[config.mk]
export PLATFORM = sky130hd
export DESIGN_NAME = decoder_scan_seq
export DESIGN_NICKNAME = d
export VERILOG_FILES = /design/src/rtl/decoder_scan_seq.sv
export SDC_FILE = /design/constraint.sdc
export NUM_CORES = 1
export LEC_CHECK = 0
export CAP_MARGIN = 5
export CELL_PAD_IN_SITES_DETAIL_PLACEMENT = 1
export CELL_PAD_IN_SITES_GLOBAL_PLACEMENT = 2
export CORE_MARGIN = 8
export CORE_UTILIZATION = 32
export CTS_BUF_LIST = sky130_fd_sc_hd__clkbuf_4 sky130_fd_sc_hd__clkbuf_8 sky130_fd_sc_hd__clkbuf_16
export DETAILED_ROUTE_END_ITERATION = 10
export PLACE_DENSITY_LB_ADDON = 0.1
export SETUP_SLACK_MARGIN = 0.1
export SLEW_MARGIN = 20
export SYNTH_ARGS = -nofsm -noshare
export SYNTH_HDL_FRONTEND = slang
export SYNTH_SLANG_ARGS = --single-unit
[constraint.sdc]
create_clock -name clka -period 2.27 [get_ports clka]
set_input_delay 0.227 -clock clka [delete_from_list [all_inputs] [get_ports clka]]
set_output_delay 0.227 -clock clka [all_outputs]
set_load 0.01 [all_outputs]
[src/rtl/decoder_scan_seq.sv]
// decoder_scan_seq
// Scan sequencer for a 3-to-8 decoder. It steps the select code In through
// 0..7 and holds each code with E=1 for DWELL cycles. Optionally it blanks the
// decoder (E=0) for GAP cycles while In changes. It supports a single sweep
// (ending with a one-cycle done pulse) and a continuous scan (7 wraps to 0).
//
// Ports:
//   clka  - clock; all state changes on the rising edge
//   rst   - asynchronous active-high reset
//   start - one-cycle scan request; ignored unless idle
//   stop  - abort; returns to idle at the next edge (wins over start)
//   cont  - 1 = continuous, 0 = single sweep; latched with an accepted start
//   E     - registered decoder enable
//   In    - registered decoder select code
//   busy  - high from accepted start until the sweep ends or is aborted
//   done  - one-cycle pulse when a single sweep completes normally
module decoder_scan_seq #(
  parameter int unsigned DWELL = 4,
  parameter int unsigned GAP   = 1,
  parameter int unsigned CNT_W = 16
) (
  input  logic       clka,
  input  logic       rst,
  input  logic       start,
  input  logic       stop,
  input  logic       cont,
  output logic       E,
  output logic [2:0] In,
  output logic       busy,
  output logic       done
);

  typedef enum logic [1:0] {IDLE, DRIVE, BLANK, DONE} state_t;

  // Terminal counts. The counter runs 0..N-1, and the state advances on the edge
  // where it equals N-1. This gives exactly N cycles per phase.
  localparam logic [CNT_W-1:0] DWELL_LAST = CNT_W'(DWELL - 1);
  localparam logic [CNT_W-1:0] GAP_LAST   = CNT_W'((GAP > 0) ? GAP - 1 : 0);
  localparam bit               HAS_GAP    = (GAP > 0);

  state_t           state;
  logic [CNT_W-1:0] cnt;
  logic             cont_lat;

  always_ff @(posedge clka or posedge rst) begin
    if (rst) begin
      state    <= IDLE;
      cnt      <= '0;
      cont_lat <= 1'b0;
      E        <= 1'b0;
      In       <= 3'd0;
      busy     <= 1'b0;
      done     <= 1'b0;
    end else begin
      case (state)
        IDLE: begin
          done <= 1'b0;
          if (start && !stop) begin
            state    <= DRIVE;
            cnt      <= '0;
            cont_lat <= cont;
            E        <= 1'b1;
            In       <= 3'd0;
            busy     <= 1'b1;
          end
        end

        DRIVE: begin
          if (stop) begin
            state <= IDLE;
            cnt   <= '0;
            E     <= 1'b0;
            In    <= 3'd0;
            busy  <= 1'b0;
          end else if (cnt == DWELL_LAST) begin
            cnt <= '0;
            if (In != 3'd7 || cont_lat) begin
              // The 3-bit add wraps 7 -> 0 in continuous mode.
              In <= In + 3'd1;
              if (HAS_GAP) begin
                state <= BLANK;
                E     <= 1'b0;
              end
            end else begin
              state <= DONE;
              E     <= 1'b0;
              In    <= 3'd0;
              busy  <= 1'b0;
              done  <= 1'b1;
            end
          end else begin
            cnt <= cnt + CNT_W'(1);
          end
        end

        BLANK: begin
          if (stop) begin
            state <= IDLE;
            cnt   <= '0;
            In    <= 3'd0;
            busy  <= 1'b0;
          end else if (cnt == GAP_LAST) begin
            state <= DRIVE;
            cnt   <= '0;
            E     <= 1'b1;
          end else begin
            cnt <= cnt + CNT_W'(1);
          end
        end

        DONE: begin
          // The done pulse lasts one cycle. A stop here ends in the same place.
          state <= IDLE;
          done  <= 1'b0;
        end

        default: begin
          state <= IDLE;
          cnt   <= '0;
          E     <= 1'b0;
          In    <= 3'd0;
          busy  <= 1'b0;
          done  <= 1'b0;
        end
      endcase
    end
  end

endmodule

==> results of run 1 <==
==> timing repair <==
item	in CTS	in global routing
gates resized for setup	1	53
pin swaps	2	19
setup endpoints to repair	13	20
gates cloned	0	1
hold buffers	0	0
buffers inserted	7	7
==> area by class of cell <==
cell class              count  area (um2)
fillers                   534        2400
multi-input cells         127        1020
flip-flops and latches     25         626
repair buffers             49         423
well taps                  54        67.6
inverters                  12        45.0
clock buffers               3        41.3
clock inverters             1        7.51
==> routing by layer <==
| metal | global-route usage, % | share of wire (%) |
|---|---|---|
| met1 | 15.1 | 45 |
| met2 | 21.6 | 52 |
| met3 | 2.34 | 2.7 |
| met4 | 2.75 | 0.60 |
| met5 | 0 | 0 |
==> cell usage after synthesis, types with 3 or more instances <==
cell      count  area, um2
clkbuf_1      3       11.3
nor2_1        3       11.3
dfrtp_1      25        626
or4_1         4       30.0
o311ai_0      3       26.3
a21oi_1      12       60.1
nand2b_1      6       37.5
and4_1        3       26.3
or3_1         9       56.3
nor2b_1       3       18.8
o21ai_0      13       65.1
inv_1        12       45.0
nand2_1      20       75.1
ha_1          8        100
nand3_1      15       75.1
==> placed cells by master, fill, tap and decap left out, types with 3 or more instances in the layout <==
master and instances:
dfrtp_1 25, inv_1 10, a21oi_1 4, buf_6 8
nand2_1 20, ha_1 6, nand3_1 10, a21oi_2 6
nor2_1 3, clkbuf_8 3, o21ai_1 7, nand2b_1 6
o21ai_0 5, and4_1 3, buf_4 31, clkdlybuf4s50_1 10
or4_4 4, nand3_2 4, or3_1 7
==> flip-flops by register name (all words and copies together), names as in the netlist <==
name and cells:
cont_lat 1, state 2, In 3, cnt 16, done 1, busy 1
E 1
==> how the worst max path moves through the flow <==
stage / cells after the start / startpoint / to
5_1_grt: 7 / cnt[1]$_DFFE_PP0P_ / state[1]$_DFFE_PP0P_
6_report: 7 / cnt[1]$_DFFE_PP0P_ / state[1]$_DFFE_PP0P_
3_3_place_gp: 7 / cnt[0]$_DFFE_PP0P_ / state[1]$_DFFE_PP0P_
4_1_cts: 7 / cnt[0]$_DFFE_PP0P_ / state[1]$_DFFE_PP0P_
3_5_place_dp: 6 / cnt[15]$_DFFE_PP0P_ / cnt[8]$_DFFE_PP0P_
2_1_floorplan: 7 / cnt[0]$_DFFE_PP0P_ / state[1]$_DFFE_PP0P_
==> power by group through the flow <==
stage / Combinational [mW] / Clock, mW / Sequential (mW)
3_3_place_gp: 0.564 / 0 / 0.549
2_1_floorplan: 0.326 / 0 / 0.560
6_report: 0.837 / 0.289 / 0.545
4_1_cts: 0.629 / 0.297 / 0.542
5_1_grt: 0.903 / 0.322 / 0.553
3_5_place_dp: 0.584 / 0 / 0.555
==> stage by stage <==
step	hold WS, ps	cell area, um2
2_1_floorplan	254	1530
3_3_place_gp	486	1860
3_5_place_dp	484	1860
4_1_cts	317	1970
5_1_grt	341	2230
6_report	299	2230
==> cell families (layout without fill, tap and decap cells) <==
family	Yosys count	in the layout	share of synthesized area, %
flops	25	25	41.5
mux	2	2	1.49
compound gates	41	41	16.9
fa+ha+maj	8	8	6.64
buf+inv	17	65	4.57
simple gates	76	76	28.8
==> critical path, cell delays in order, from the launching register on <==
cell	delay [ps]
dfrtp_1	410
inv_2	90
ha_4	130
or3b_4	380
or4_4	540
nor2b_4	140
or4b_1	480
o21ai_1	90
==> results by group, run 1 <==
Floorplanning
  • Core box area: 0.00463 mm2
  • Die width: 84.6 um
  • Starting Density: 32.5%
  • Die height: 84.6 um
  • IO Pins: 11
  • Die area: just over 0.007 mm2
  • Num rows: 25

Drt
  • Routed Antenna Nets: 0
  • Iter 0 DRT Violations: 33
  • DR pass1 iterations: 4
  • Drt wl/cell: 17.8 um
  • Total Wirelength: 4810 um
  • Vias per cell: 5.49
  • Via Count: 1487
  • Drt drc: 0

Synth
  • Seq/Total Area, Yosys: between 40% and 50%
  • Syn Inst Count: 169
  • Syn_area_per_cell: 8.91 um2
  • Synth cell types: 39
  • Yosys warns: 0
  • Post-synth EDFFs: 0
  • Syn Nets: 182
  • Cell Area, Synth: 0.00151 mm2
  • Synth async-reset ratio: 100%
  • Top FF cell, synth: dfrtp_1
  • #FFs+latches synth: 25

Placed design
  • Placed Instances: 253
  • Final GP Congestion: 0.775
  • Dpl ws: -22.7 ps
  • PortBufs: 10
  • DP HPWL: ~3200 um

Status
  • Status: finished with violations
  • Violated checks: setup timing

Final layout
  • Synth-to-Final Area Change: 48.0%
  • Layout cells sized above 1: around 36%
  • Final core occ: between 40 and 50%
  • Nets: 231
  • Fin cells: 271
  • Count of antenna diodes in the layout: 0

STA
  • FMAX: 0.428 GHz
  • Final Critical Period: about 2300 ps
  • Max_slew headroom: 71.3%
  • Worst slew pin tran: 428 ps
  • Fin. max-slew vios: 0
  • PnR worst setup slack: -66.2 ps
  • Setup TNS Final: -102 ps
  • Skew final: 9.81 ps
  • Period utilisation layout: 103%
  • Setup violators final: 3
  • RSZ-0062 raised after global routing: true
  • Hold Fails Final Rpt: 0

Clock network
  • Clock Pin Slew Worst Setup and Hold Paths: roughly 100 ps
  • CTS tree: done
  • Worst-Skew Late Latency: about 280 ps
  • CTS root buf: clkbuf_8
  • H-tree depth: 1
  • Clock buffer depth: 2
  • # clock sinks: 25
  • Total CTS buffers: 3

Critical path
  • Reg2reg setup slack: -70 ps
  • CP endpoint kind: flop
  • R2r worst-path depth: 7
  • Crit start category: flop
  • Critical path type: reg2reg
  • Worst EP arrival: approximately 2500 ps
  • Critical Path RT: approximately 2500 ps
  • FF-to-FF Start: cnt[1]$_DFFE_PP0P_
  • Crit Path Max Fanout: 2
  • FF-to-FF End: state[1]$_DFFE_PP0P_

Power
  • Leakage Power: between 0.9 and 1 nW
  • P_int: 1.04 mW
  • Combinational power share: approximately half
  • Switch share: 37.8%
  • Pwr/cell area: roughly 750 mW/mm2
  • VDD IR max: 276 uV
  • Sequential share of power: 32.6%
  • Net switching power: 631 uW
  • Clock Power Share: between 10% and 20%
  • PnR Total Power: 1.67 mW

GRT
  • Grt ovf: 0
  • Antenna violations before repair: 0
  • First-pass GRT wire length: 7220 um
  • Largest net degree at the start of global routing: 26
  • GRT Util Overall: 12.3%
  • Vias in the first global route: 1475

Job
  • Max Cap Viol: 0

Worst hold path
  • Worst min path class: in2async
(Power assumes the default switching activity.)
==> inputs of run 2 (changes only) <==
--- a/config.mk
+++ b/config.mk
@@ -6,13 +6,10 @@
 export NUM_CORES = 1
 export LEC_CHECK = 0
 export CAP_MARGIN = 5
-export CELL_PAD_IN_SITES_DETAIL_PLACEMENT = 1
-export CELL_PAD_IN_SITES_GLOBAL_PLACEMENT = 2
 export CORE_MARGIN = 8
-export CORE_UTILIZATION = 32
+export CORE_UTILIZATION = 43
 export CTS_BUF_LIST = sky130_fd_sc_hd__clkbuf_4 sky130_fd_sc_hd__clkbuf_8 sky130_fd_sc_hd__clkbuf_16
 export DETAILED_ROUTE_END_ITERATION = 10
-export PLACE_DENSITY_LB_ADDON = 0.1
 export SETUP_SLACK_MARGIN = 0.1
 export SLEW_MARGIN = 20
 export SYNTH_ARGS = -nofsm -noshare
==> results by group, run 2 (synthesized netlist as in run 1, its figures left out) <==
GRT
  • First-pass GRT wire length: 6370 um (was 7220 um)
  • GRT Util Overall: 14.3% (was 12.3%)
  • Largest net degree at the start of global routing: 26 (unchanged)
  • Antenna violations before repair: 0 (unchanged)
  • Grt ovf: 0 (unchanged)
  • Vias in the first global route: 1381 (was 1475)

STA
  • WHS: 236 ps (was 299 ps)
  • Setup violators final: 1 (was 3)
  • Final Critical Period: 2320 ps (was 2340 ps)
  • Worst slew pin tran: 388 ps (was 428 ps)
  • FMAX: 0.431 GHz (was 0.428 GHz)
  • Skew final: 2.61 ps (was 9.81 ps)
  • Period utilisation layout: 102% (was 103%)
  • Fin. max-slew vios: 0 (unchanged)
  • PnR worst setup slack: -49.9 ps (was -66.2 ps)
  • Max_slew headroom: 74.0% (was 71.3%)
  • Hold Fails Final Rpt: 0 (unchanged)
  • Setup TNS Final: -49.9 ps (was -102 ps)
  • RSZ-0062 raised after global routing: true (unchanged)

Floorplanning
  • Die height: 75.2 um (was 84.6 um)
  • Starting Density: 44.8% (was 32.5%)
  • Num rows: 21 (was 25)
  • Core box area: 0.00336 mm2 (was 0.00463 mm2)
  • Die width: 75.2 um (was 84.6 um)
  • IO Pins: 11 (unchanged)
  • Die area: 0.00565 mm2 (was 0.00716 mm2)

Placed design
  • DP HPWL: 2720 um (was 3180 um)
  • PortBufs: 10 (unchanged)
  • Placed Instances: 244 (was 253)
  • Dpl ws: 5.35 ps (was -22.7 ps)
  • Placed Instance Area: 0.00185 mm2 (was 0.00186 mm2)
  • Final GP Congestion: 0.800 (was 0.775)

Drt
  • Metal3 WL: 97 um (was 129 um)
  • Routed Antenna Nets: 0 (unchanged)
  • Drt wl/cell: 15.4 um (was 17.8 um)
  • Total Wirelength: 3970 um (was 4810 um)
  • Max layer used: met4 (unchanged)
  • Iter 0 DRT Violations: 68 (was 33)
  • Met1 WL: 1810 um (was 2160 um)
  • Drt drc: 0 (unchanged)
  • DR pass1 iterations: 4 (unchanged)
  • Vias per cell: 5.58 (was 5.49)
  • Via Count: 1435 (was 1487)
  • WL met2: 1980 um (was 2490 um)

Power
  • PnR Total Power: 1.44 mW (was 1.67 mW)
  • Pwr/cell area: 695 mW/mm2 (was 749 mW/mm2)
  • VDD IR max: 571 uV (was 276 uV)
  • Leakage Power: 0.897 nW (was 0.947 nW)

Clock network
  • # clock sinks: 25 (unchanged)
  • CTS tree: done (unchanged)
  • Clock buffer depth: 2 (unchanged)
  • Clock Pin Slew Worst Setup and Hold Paths: 150 ps (was 100 ps)
  • H-tree depth: 1 (unchanged)
  • Hold_buf cts: 0 (unchanged)
  • CTS root buf: clkbuf_4 (was clkbuf_8)
  • Worst-Skew Late Latency: 330 ps (was 280 ps)
  • Total CTS buffers: 3 (unchanged)

Critical path
  • CP cell instances: or4_4, or4_4, nor2b_4, or4b_1, o21ai_1 (was inv_2, ha_4, or3b_4, or4_4, nor2b_4, or4b_1, o21ai_1)
  • Worst path bufs/invs: 0 (was 1)
  • Cell family with most CP delay: simple AND/OR/NAND/NOR gates (unchanged)
  • Critical path type: reg2reg (unchanged)
  • Slowest cell on crit path: or4_4 (unchanged)
  • CP endpoint kind: flop (unchanged)
  • Most frequent CP cell: or4_4
  • Critical Path RT: 2550 ps (was 2480 ps)
  • Worst EP arrival: 2600 ps (was 2540 ps)
  • Crit Path Max Fanout: 4 (was 2)
  • Max incr delay on CP: 580 ps (was 540 ps)
  • Crit start category: flop (unchanged)

Final layout
  • Nets: 225 (was 231)
  • Final core occ: 61.7% (was 48.2%)
  • Fin cells: 257 (was 271)
  • Layout cells sized above 1: 29.4% (was 36.4%)
  • Largest Register: cnt (unchanged)
  • Synth-to-Final Area Change: 37.8% (was 48.0%)
  • Multi-input logic area: 948 um2 (was 0.00102 mm2)
  • Fillers: 320 (was 534)
  • FF+latch area: 627 um2 (was 626 um2)
  • Count of antenna diodes in the layout: 0 (unchanged)
  • Commonest non-fill, non-tap cells in the layout: buf_4 (27), dfrtp_1 (24), nand2_1 (20) (was buf_4 (31), dfrtp_1 (25), nand2_1 (20))
  • Largest regs: cnt (16), In (3), state (2) (unchanged)
  • Max FFs per register: 16 (unchanged)
  • Cell area after layout: 0.00208 mm2 (was 0.00223 mm2)
  • Commonest non-fill, non-tap cell in the layout: buf_4 (unchanged)

Worst hold path
  • Worst min path class: in2async (unchanged)

Job
  • Max Cap Viol: 0 (unchanged)

Status
  • Violated checks: setup timing (unchanged)
  • Status: finished with violations (unchanged)
==> run 2: report_power, final <==
group / internal, mW / switching (mW) / leakage, nW
clock: 0.0663 / 0.151 / 0.0177
combinational: 0.331 / 0.350 / 0.542
sequential: 0.501 / 0.0429 / 0.337
total: 0.898 / 0.544 / 0.897
==> run 2: timing repair <==
item,CTS,global route
gates resized for setup,4,32
setup endpoints to repair,13,19
buffers inserted,1,8
pin swaps,1,16
==> run 2: worst paths after layout <==
kind	start	end	slack, ps	cells past startpoint
max	cnt[15]$_DFFE_PP0P_	state[1]$_DFFE_PP0P_	-50	5
min	rst	In[0]$_DFFE_PP0P_	240	3
max reg2reg	cnt[15]$_DFFE_PP0P_	state[1]$_DFFE_PP0P_	-50	5
min reg2reg	busy$_DFFE_PP0P_	busy$_DFFE_PP0P_	530	2
max in group asynchronous	rst	cnt[13]$_DFFE_PP0P_	1770	3
min in group clka	cont	cont_lat$_DFFE_PP0P_	490	2
==> run 2: per-layer routing <==
layer | vias to the layer above | track usage (%)
met5 | - | 0
met4 | 0 | 4.90
met3 | 8 | 2.13
met2 | 19 | 23.8
met1 | 703 | 18.2
li1 | 705 | -
==> run 2: tightest hold or removal path: stages <==
cell             delay, ps
clkdlybuf4s50_1        400
inv_1                   50
buf_4                  310
==> run 2: final cells by class <==
class	count	area share, %
tap	46	2.77
inverter	12	2.17
multi-input combinational	127	45.7
sequential	25	30.2
timing repair buffer	43	17.8
clock buffer	3	1.08
clock inverter	1	0.241
